==> config.mk <==
export PLATFORM = sky130hd
export DESIGN_NAME = video_scan
export DESIGN_NICKNAME = d
export VERILOG_FILES = /design/src/rtl/video_scan.sv
export SDC_FILE = /design/constraint.sdc
export NUM_CORES = 1
export LEC_CHECK = 0
export BUFFER_PORTS_ARGS = -buffer_cell sky130_fd_sc_hd__buf_2
export CORE_MARGIN = 2
export CORE_UTILIZATION = 50
export DETAILED_ROUTE_END_ITERATION = 7
export GPL_TIMING_DRIVEN = 1
export PLACE_DENSITY = 0.71
export SYNTH_ARGS = -nofsm -noshare
export SYNTH_HDL_FRONTEND = slang
export SYNTH_SLANG_ARGS = --single-unit
export TNS_END_PERCENT = 1
==> constraint.sdc <==
create_clock -name clock -period 3.3 [get_ports clock]
set_input_delay 0.33 -clock clock [delete_from_list [all_inputs] [get_ports clock]]
set_output_delay 0.33 -clock clock [all_outputs]
set_load 0.01 [all_outputs]
==> src/rtl/video_scan.sv <==
// Display-side reader for the 8 KB video memory: scan timing, bitmap/attribute
// fetch on the video port, and serialisation into coloured pixels.
module video_scan #(
  parameter int HTOTAL       = 448,
  parameter int VTOTAL       = 312,
  parameter int FLASH_FRAMES = 16,
  parameter int VDISP        = 192,
  parameter int VBLANK_START = 248,
  parameter int VBLANK_END   = 255,
  parameter int VSYNC_START  = 248,
  parameter int VSYNC_END    = 251
) (
  input  logic        clock,
  input  logic        reset,
  input  logic [2:0]  border,
  output logic [12:0] a,
  input  logic [7:0]  d,
  output logic        r,
  output logic        g,
  output logic        b,
  output logic        i,
  output logic        blank,
  output logic        hsync,
  output logic        vsync,
  output logic        int_n
);

  localparam logic [8:0] H_LAST   = 9'(HTOTAL - 1);
  localparam logic [8:0] V_LAST   = 9'(VTOTAL - 1);
  localparam logic [8:0] V_DISP   = 9'(VDISP);
  localparam logic [8:0] VBL_LO   = 9'(VBLANK_START);
  localparam logic [8:0] VBL_HI   = 9'(VBLANK_END);
  localparam logic [8:0] VS_LO    = 9'(VSYNC_START);
  localparam logic [8:0] VS_HI    = 9'(VSYNC_END);
  localparam logic [8:0] FETCH_HI = 9'd255;
  localparam logic [8:0] HDISP_LO = 9'd8;
  localparam logic [8:0] HDISP_HI = 9'd263;
  localparam logic [8:0] HBL_LO   = 9'd320;
  localparam logic [8:0] HBL_HI   = 9'd415;
  localparam logic [8:0] HS_LO    = 9'd344;
  localparam logic [8:0] HS_HI    = 9'd375;
  localparam logic [8:0] INT_HI   = 9'd63;
  localparam int         FLASH_BIT = $clog2(FLASH_FRAMES);
  localparam int         FW        = FLASH_BIT + 1;

  logic [8:0]    hcount_q, hcount_d;
  logic [8:0]    vcount_q, vcount_d;
  logic [FW-1:0] flash_cnt_q, flash_cnt_d;
  logic [12:0]   a_q, a_d;
  logic [7:0]    bitmap_q, bitmap_d;
  logic [7:0]    attr_hold_q, attr_hold_d;
  logic [7:0]    shift_q, shift_d;
  logic [7:0]    attr_q, attr_d;
  logic [2:0]    colour_q, colour_d;
  logic          bright_q, bright_d;
  logic          blank_q, blank_d;
  logic          hsync_q, hsync_d;
  logic          vsync_q, vsync_d;
  logic          int_n_q, int_n_d;

  logic          fetch_now, fetch_next, in_display, pix;
  logic [7:0]    y_n;
  logic [4:0]    c_n;

  // Outputs are computed from the next counter values so that each
  // registered output lines up with the hcount/vcount it belongs to.
  always_comb begin
    hcount_d    = (hcount_q == H_LAST) ? 9'd0 : hcount_q + 9'd1;
    vcount_d    = vcount_q;
    flash_cnt_d = flash_cnt_q;
    if (hcount_q == H_LAST) begin
      vcount_d = (vcount_q == V_LAST) ? 9'd0 : vcount_q + 9'd1;
      if (vcount_q == V_LAST) flash_cnt_d = flash_cnt_q + FW'(1);
    end

    fetch_now  = (vcount_q < V_DISP) && (hcount_q <= FETCH_HI);
    fetch_next = (vcount_d < V_DISP) && (hcount_d <= FETCH_HI);
    y_n        = vcount_d[7:0];
    c_n        = hcount_d[7:3];

    a_d = a_q;
    if (fetch_next && hcount_d[2:0] == 3'd2)
      a_d = {y_n[7:6], y_n[2:0], y_n[5:3], c_n};
    else if (fetch_next && hcount_d[2:0] == 3'd4)
      a_d = {3'b110, y_n[7:3], c_n};

    // Memory data arrives the cycle after the address is held on `a`.
    bitmap_d    = bitmap_q;
    attr_hold_d = attr_hold_q;
    shift_d     = {shift_q[6:0], 1'b0};
    attr_d      = attr_q;
    if (fetch_now) begin
      case (hcount_q[2:0])
        3'd3: bitmap_d = d;
        3'd5: attr_hold_d = d;
        3'd7: begin
          shift_d = bitmap_q;
          attr_d  = attr_hold_q;
        end
        default: ;
      endcase
    end

    pix        = shift_d[7] ^ (attr_d[7] & flash_cnt_d[FLASH_BIT]);
    in_display = (vcount_d < V_DISP) && (hcount_d >= HDISP_LO) && (hcount_d <= HDISP_HI);
    blank_d    = ((hcount_d >= HBL_LO) && (hcount_d <= HBL_HI)) ||
                 ((vcount_d >= VBL_LO) && (vcount_d <= VBL_HI));
    hsync_d    = !((hcount_d >= HS_LO) && (hcount_d <= HS_HI));
    vsync_d    = !((vcount_d >= VS_LO) && (vcount_d <= VS_HI));
    int_n_d    = !((vcount_d == VS_LO) && (hcount_d <= INT_HI));

    colour_d = 3'd0;
    bright_d = 1'b0;
    if (!blank_d) begin
      if (in_display) begin
        colour_d = pix ? attr_d[2:0] : attr_d[5:3];
        bright_d = attr_d[6];
      end else begin
        colour_d = border;
      end
    end
  end

  always_ff @(posedge clock or negedge reset) begin
    if (!reset) begin
      hcount_q    <= '0;
      vcount_q    <= '0;
      flash_cnt_q <= '0;
      a_q         <= '0;
      bitmap_q    <= '0;
      attr_hold_q <= '0;
      shift_q     <= '0;
      attr_q      <= '0;
      colour_q    <= '0;
      bright_q    <= 1'b0;
      blank_q     <= 1'b0;
      hsync_q     <= 1'b1;
      vsync_q     <= 1'b1;
      int_n_q     <= 1'b1;
    end else begin
      hcount_q    <= hcount_d;
      vcount_q    <= vcount_d;
      flash_cnt_q <= flash_cnt_d;
      a_q         <= a_d;
      bitmap_q    <= bitmap_d;
      attr_hold_q <= attr_hold_d;
      shift_q     <= shift_d;
      attr_q      <= attr_d;
      colour_q    <= colour_d;
      bright_q    <= bright_d;
      blank_q     <= blank_d;
      hsync_q     <= hsync_d;
      vsync_q     <= vsync_d;
      int_n_q     <= int_n_d;
    end
  end

  assign a     = a_q;
  assign g     = colour_q[2];
  assign r     = colour_q[1];
  assign b     = colour_q[0];
  assign i     = bright_q;
  assign blank = blank_q;
  assign hsync = hsync_q;
  assign vsync = vsync_q;
  assign int_n = int_n_q;

endmodule

# Word-level counts from Yosys, hierarchy flattened
# Cells that the tools add are included.
# word_totals
register_bits	75
latch_bits	0
ramBits	0
rom_bits	0
in_bits	13
word_cells	77
n_memories	0
# op_classes
addsub	3
n_mul	0
div	0
order_cmp	14
eq_ne	8
shifts	0
muxes	16
bitwise_logic	2
reduce_logical	19
# ops
op	count
less-or-equal comparator 9 x 8 -> 1 bit, second input constant	4
2-to-1 mux 8 bit	4
less-or-equal comparator 9 bit, second input constant	3
2-to-1 mux 9 bit	3
2-to-1 mux 13 bit	2
adder 9 x 1 -> 9 bit, second input constant	2
== test 9 bit, second input constant	2
>= comparator 9 bit, second input constant	2
< comparator 9 x 8 -> 1 bit, second input constant	2
logical AND 1 bit	11
2-to-1 mux 5 bit	2
== test 3 bit, second input constant	3
== test 9 x 8 -> 1 bit, second input constant	1
>= comparator 9 x 4 -> 1 bit, second input constant	1
>= comparator 9 x 8 -> 1 bit, second input constant	1
less-or-equal comparator 9 x 6 -> 1 bit, second input constant	1
2-to-1 mux 3 bit	3
== test 3 x 2 -> 1 bit, second input constant	2
AND reduction 2 bit	3
adder 5 x 1 -> 5 bit, second input constant	1
logical NOT 1 bit	3
2-to-1 mux 1 bit	2
nonzero test 2 bit	1
AND 1 bit	1
2 further kinds	2

# Longest topological paths before layout
# logic_depth
ltp_word	8
ltp_mapped	12

# Least setup slack after synthesis
# Ideal clock, no wire load.
# synth_timing
path_type	register to register
startpoint	register hcount_q[1]
endpoint	register colour_q[1]
setup_ns	0.096
arrival_time_ns	2.528
required_time_ns	3.204
slack_ns	0.677
stages_incl_launch_ff	10
period_less_slack_ns	2.623
path_cell_list	dfrtp_1 -> ha_1 -> nand4_1 -> or2_1 -> buf_4 -> o31a_1 -> o21ai_1 -> xor2_1 -> mux2_1 -> o32ai_2
# synth_via
elab_chain_len	8
# synth_rtl
item	line_no	source
start: declaration	46	logic [8:0] hcount_q, hcount_d;
start signal: assignment	141	hcount_q <= hcount_d;
branches (longest 7 deep; another with adder 9 x 1 -> 9 bit)	--	
2-to-1 mux 3 bit *	114	if (!blank_d) begin
via colour_d[1]	54	logic [2:0] colour_q, colour_d;
end signal: assignment	149	colour_q <= colour_d;
end: declaration	54	
# Mark *: on every way through the listed nets, which the timed path passes.
# A chain may end at the register's enable or synchronous reset.

# Worst setup path after layout
# layout_timing
startpoint	register hcount_q[0]
endpoint	register colour_q[0]
# The elaborated chain is that of the path after synthesis.

==> flow_summary.json <==
{
  "synthToLayoutAreaGrowth_pct": 15.4,
  "drtAntennaViolNets": 0,
  "status": "completed",
  "layout-drive-gt1-share_pct": 28.3,
  "cp-end-kind": "flip-flop",
  "tritoncts": "built",
  "layout_common_cells": "dfrtp_1, buf_2, mux2_2",
  "drt-initial-drc-count": 180,
  "worst_path_max_delay_cell": "dfrtp_1",
  "net_count_synth": 329,
  "post_synth.cell_area_avg_um2": 11.6,
  "cts_setup_buffers": 0,
  "boundaryPins": 34,
  "die-area_mm2": 0.00785,
  "total_congestion_overflow": 0,
  "worst_skew_pair.late_latency_ns": 0.35,
  "synth_cell_type_count": 53,
  "final-max-slew-violation-count": 0,
  "clkSlewWorstSetupHoldPaths_ns": 0.08,
  "place_area_mm2": 0.00386,
  "row_count": 30,
  "ratio_of_final_minimum_period_to_clock_period_pct": 94.1,
  "most_common_cell_after_layout_fill_and_taps_aside": "dfrtp_1",
  "post-route-util_pct": 60.1,
  "drt-pass1-iter-count": 5,
  "synth_cells": 309,
  "slew_headroom_pct": 39.5,
  "gpl.final_weighted_congestion": 0.868,
  "cts-htree-levels": 3,
  "tightest_slew_ns": 0.908,
  "layout_min_cycle_time_ns": 3.10,
  "ys_seq_area_share_pct": 52.6,
  "synth_ff_type": "dfrtp_1",
  "fillCellCount": 558,
  "clock_tree.root_cell": "clkbuf_8",
  "fp.coreArea_mm2": 0.00687,
  "via_count": 2493,
  "cts_buffers": 9,
  "flops_latches_synth": 75,
  "antenna_found_initial": 0,
  "cp_cell_sequence": "ha_1, nand4_1, or2_4, o31a_1, o21ai_1, xor2_1, mux2_1, o32ai_1",
  "setup-tns-final_ns": 0,
  "rsz0062_at_grt": "false",
  "hp-class": "primary input to async pin",
  "grt_first_pass_wirelength_um": 11900,
  "grt_max_degree": 76,
  "average_via_count_per_standard_cell": 5.55,
  "fin_nets": 368,
  "wl_per_cell_um": 16.0,
  "layout.cell_area.non_filler_mm2": 0.00413,
  "worst-endpoint-required_ns": 3.54,
  "power_per_cell_area_mw_per_mm2": 461,
  "max_cap_viol_count": 0,
  "critPathArrivalTime_ns": 3.34,
  "critPathMaxFanout": 11,
  "start_kind": "flip-flop",
  "netlist_area_before_placement_mm2": 0.00358,
  "synth_enable_flop_cells": 0,
  "asyncSetResetFlopFracSynth_pct": 100,
  "yosysWarnings": 0,
  "floorplan.die.width_um": 88.6,
  "report.final.hold_viol_count": 0,
  "num_antenna_cells": 0,
  "worst_path_largest_cell_delay_ns": 0.52,
  "vias_in_the_first_global_route": 2402,
  "clock_skew_ns": 0.00925,
  "setup_viol_count_final": 0,
  "p_leak_nw": 1.91,
  "detailedPlacementHpwl_um": 5090,
  "detail_route.wirelength_um": 7170,
  "io_buffer_count": 33,
  "clk_sinks": 75,
  "die_height_um": 88.6,
  "initial_utilization_pct": 52.1,
  "grt_util_all_layers_pct": 20.4,
  "max-vdd-ir-drop_mv": 0.311,
  "crit_type": "flip-flop to flip-flop",
  "post-route-drc-count": 0,
  "ctsLongestPathBuffers": 2,
  "clock.fmax_mhz": 322
}
==> logic make-up (layout without fill, tap and decap cells) <==
group / after synthesis / count (layout) / share of synthesized area (%)
AND/OR/NAND/NOR: 91 / 91 / 13.9
flip-flops: 75 / 75 / 52.6
multiplexers: 52 / 52 / 16.2
AO/OA/AOI/OAI: 44 / 44 / 8.57
buffers and inverters: 28 / 72 / 3.43
XOR/XNOR: 12 / 12 / 2.94
adder cells (fa/ha/maj): 7 / 7 / 2.45
==> final timing paths <==
path	start	endpoint	slack, ns	cells past startpoint
setup / recovery	hcount_q[0]$_DFF_PN0_	colour_q[0]$_DFF_PN0_	0.20	8
hold / removal	reset	a[2]$_DFFE_PN0P_	0.09	1
setup reg to reg	hcount_q[0]$_DFF_PN0_	colour_q[0]$_DFF_PN0_	0.20	8
hold reg to reg	shift_q[1]$_DFF_PN0_	shift_q[2]$_DFF_PN0_	0.48	1
max in group asynchronous	reset	shift_q[1]$_DFF_PN0_	2.59	1
min in group clock	border[1]	colour_q[1]$_DFF_PN0_	0.22	3
==> stage by stage <==
| stage | std cells | power (W) | setup slack (ns) | hold WS (ns) |
|---|---|---|---|---|
| after floorplan | 309 | 0.000993 | 0.677 | 0.0344 |
| after global placement | 433 | 0.00103 | 0.241 | 0.461 |
| after detailed placement | 433 | 0.00103 | 0.159 | 0.461 |
| after CTS | 449 | 0.00193 | 0.116 | 0.146 |
| after global routing | 449 | 0.00197 | 0.00469 | 0.194 |
| final | 449 | 0.00190 | 0.195 | 0.0876 |
==> what timing repair did <==
item                                    4_1_cts  5_1_grt
hold buffers                                  0        0
endpoints found under the setup margin        0        9
hold endpoints to repair                      0        0
gates resized for setup                       0        2
==> flip-flops by register name, summed over array words and instances (netlist names) <==
name         flops
vsync            1
a               13
colour_q         3
hsync            1
flash_cnt_q      5
i                1
attr_hold_q      8
blank            1
int_n            1
attr_q           8
vcount_q         9
hcount_q         9
shift_q          7
bitmap_q         8
==> area by class of cell <==
| type | instances | area (um2) | area share, % |
|---|---|---|---|
| clock buffer | 12 | 165 | 4.00 |
| clock inverter | 4 | 95.1 | 2.30 |
| inverter | 15 | 56.3 | 1.36 |
| multi-input combinational | 206 | 1580 | 38.4 |
| sequential | 75 | 1880 | 45.5 |
| tap | 96 | 120 | 2.91 |
| timing repair buffer | 41 | 228 | 5.52 |
==> cell usage after synthesis (all sizes together), types with 3 or more instances <==
master  instances  area, um2
inv            15       56.3
nor4            5       46.3
nand3          11       55.1
a21oi          12       60.1
dfrtp          72       1800
mux2           47        529
dfstp           3       78.8
o32ai           3       33.8
and3            7       43.8
buf            10       55.1
nand2          18       67.6
and2            4       25.0
nand4           5       31.3
ha              7       87.6
clkbuf          3       11.3
mux2i           5       50.1
xor2            4       35.0
xnor2           8       70.1
nor2           24       92.6
o21ai          10       50.1
==> metal layers <==
layer / track usage [%] / part of all wire, % / vias to the layer above
li1: - / - / 1185
met1: 29.0 / 46 / 1248
met2: 30.5 / 48 / 54
met3: 5.60 / 4.7 / 6
met4: 6.47 / 0.77 / 0
met5: 0 / 0 / -
==> power breakdown <==
group | leakage, nW | switching, W | internal, W
clock | 0.133 | 0.000327 | 0.000563
combinational | 0.850 | 0.0000324 | 0.0000273
sequential | 0.926 | 0.0000111 | 0.000941
total | 1.91 | 0.000371 | 0.00153
==> worst max-delay path: cells and delay by family, from the launching register on <==
family / cells / cell delay [ns]
AO/OA/AOI/OAI: 3 / 0.81
XOR/XNOR: 1 / 0.32
adder cells (fa/ha/maj): 1 / 0.32
flip-flops: 1 / 0.52
multiplexers: 1 / 0.36
AND/OR/NAND/NOR: 2 / 0.65
Power figures use the tool's default switching activity.
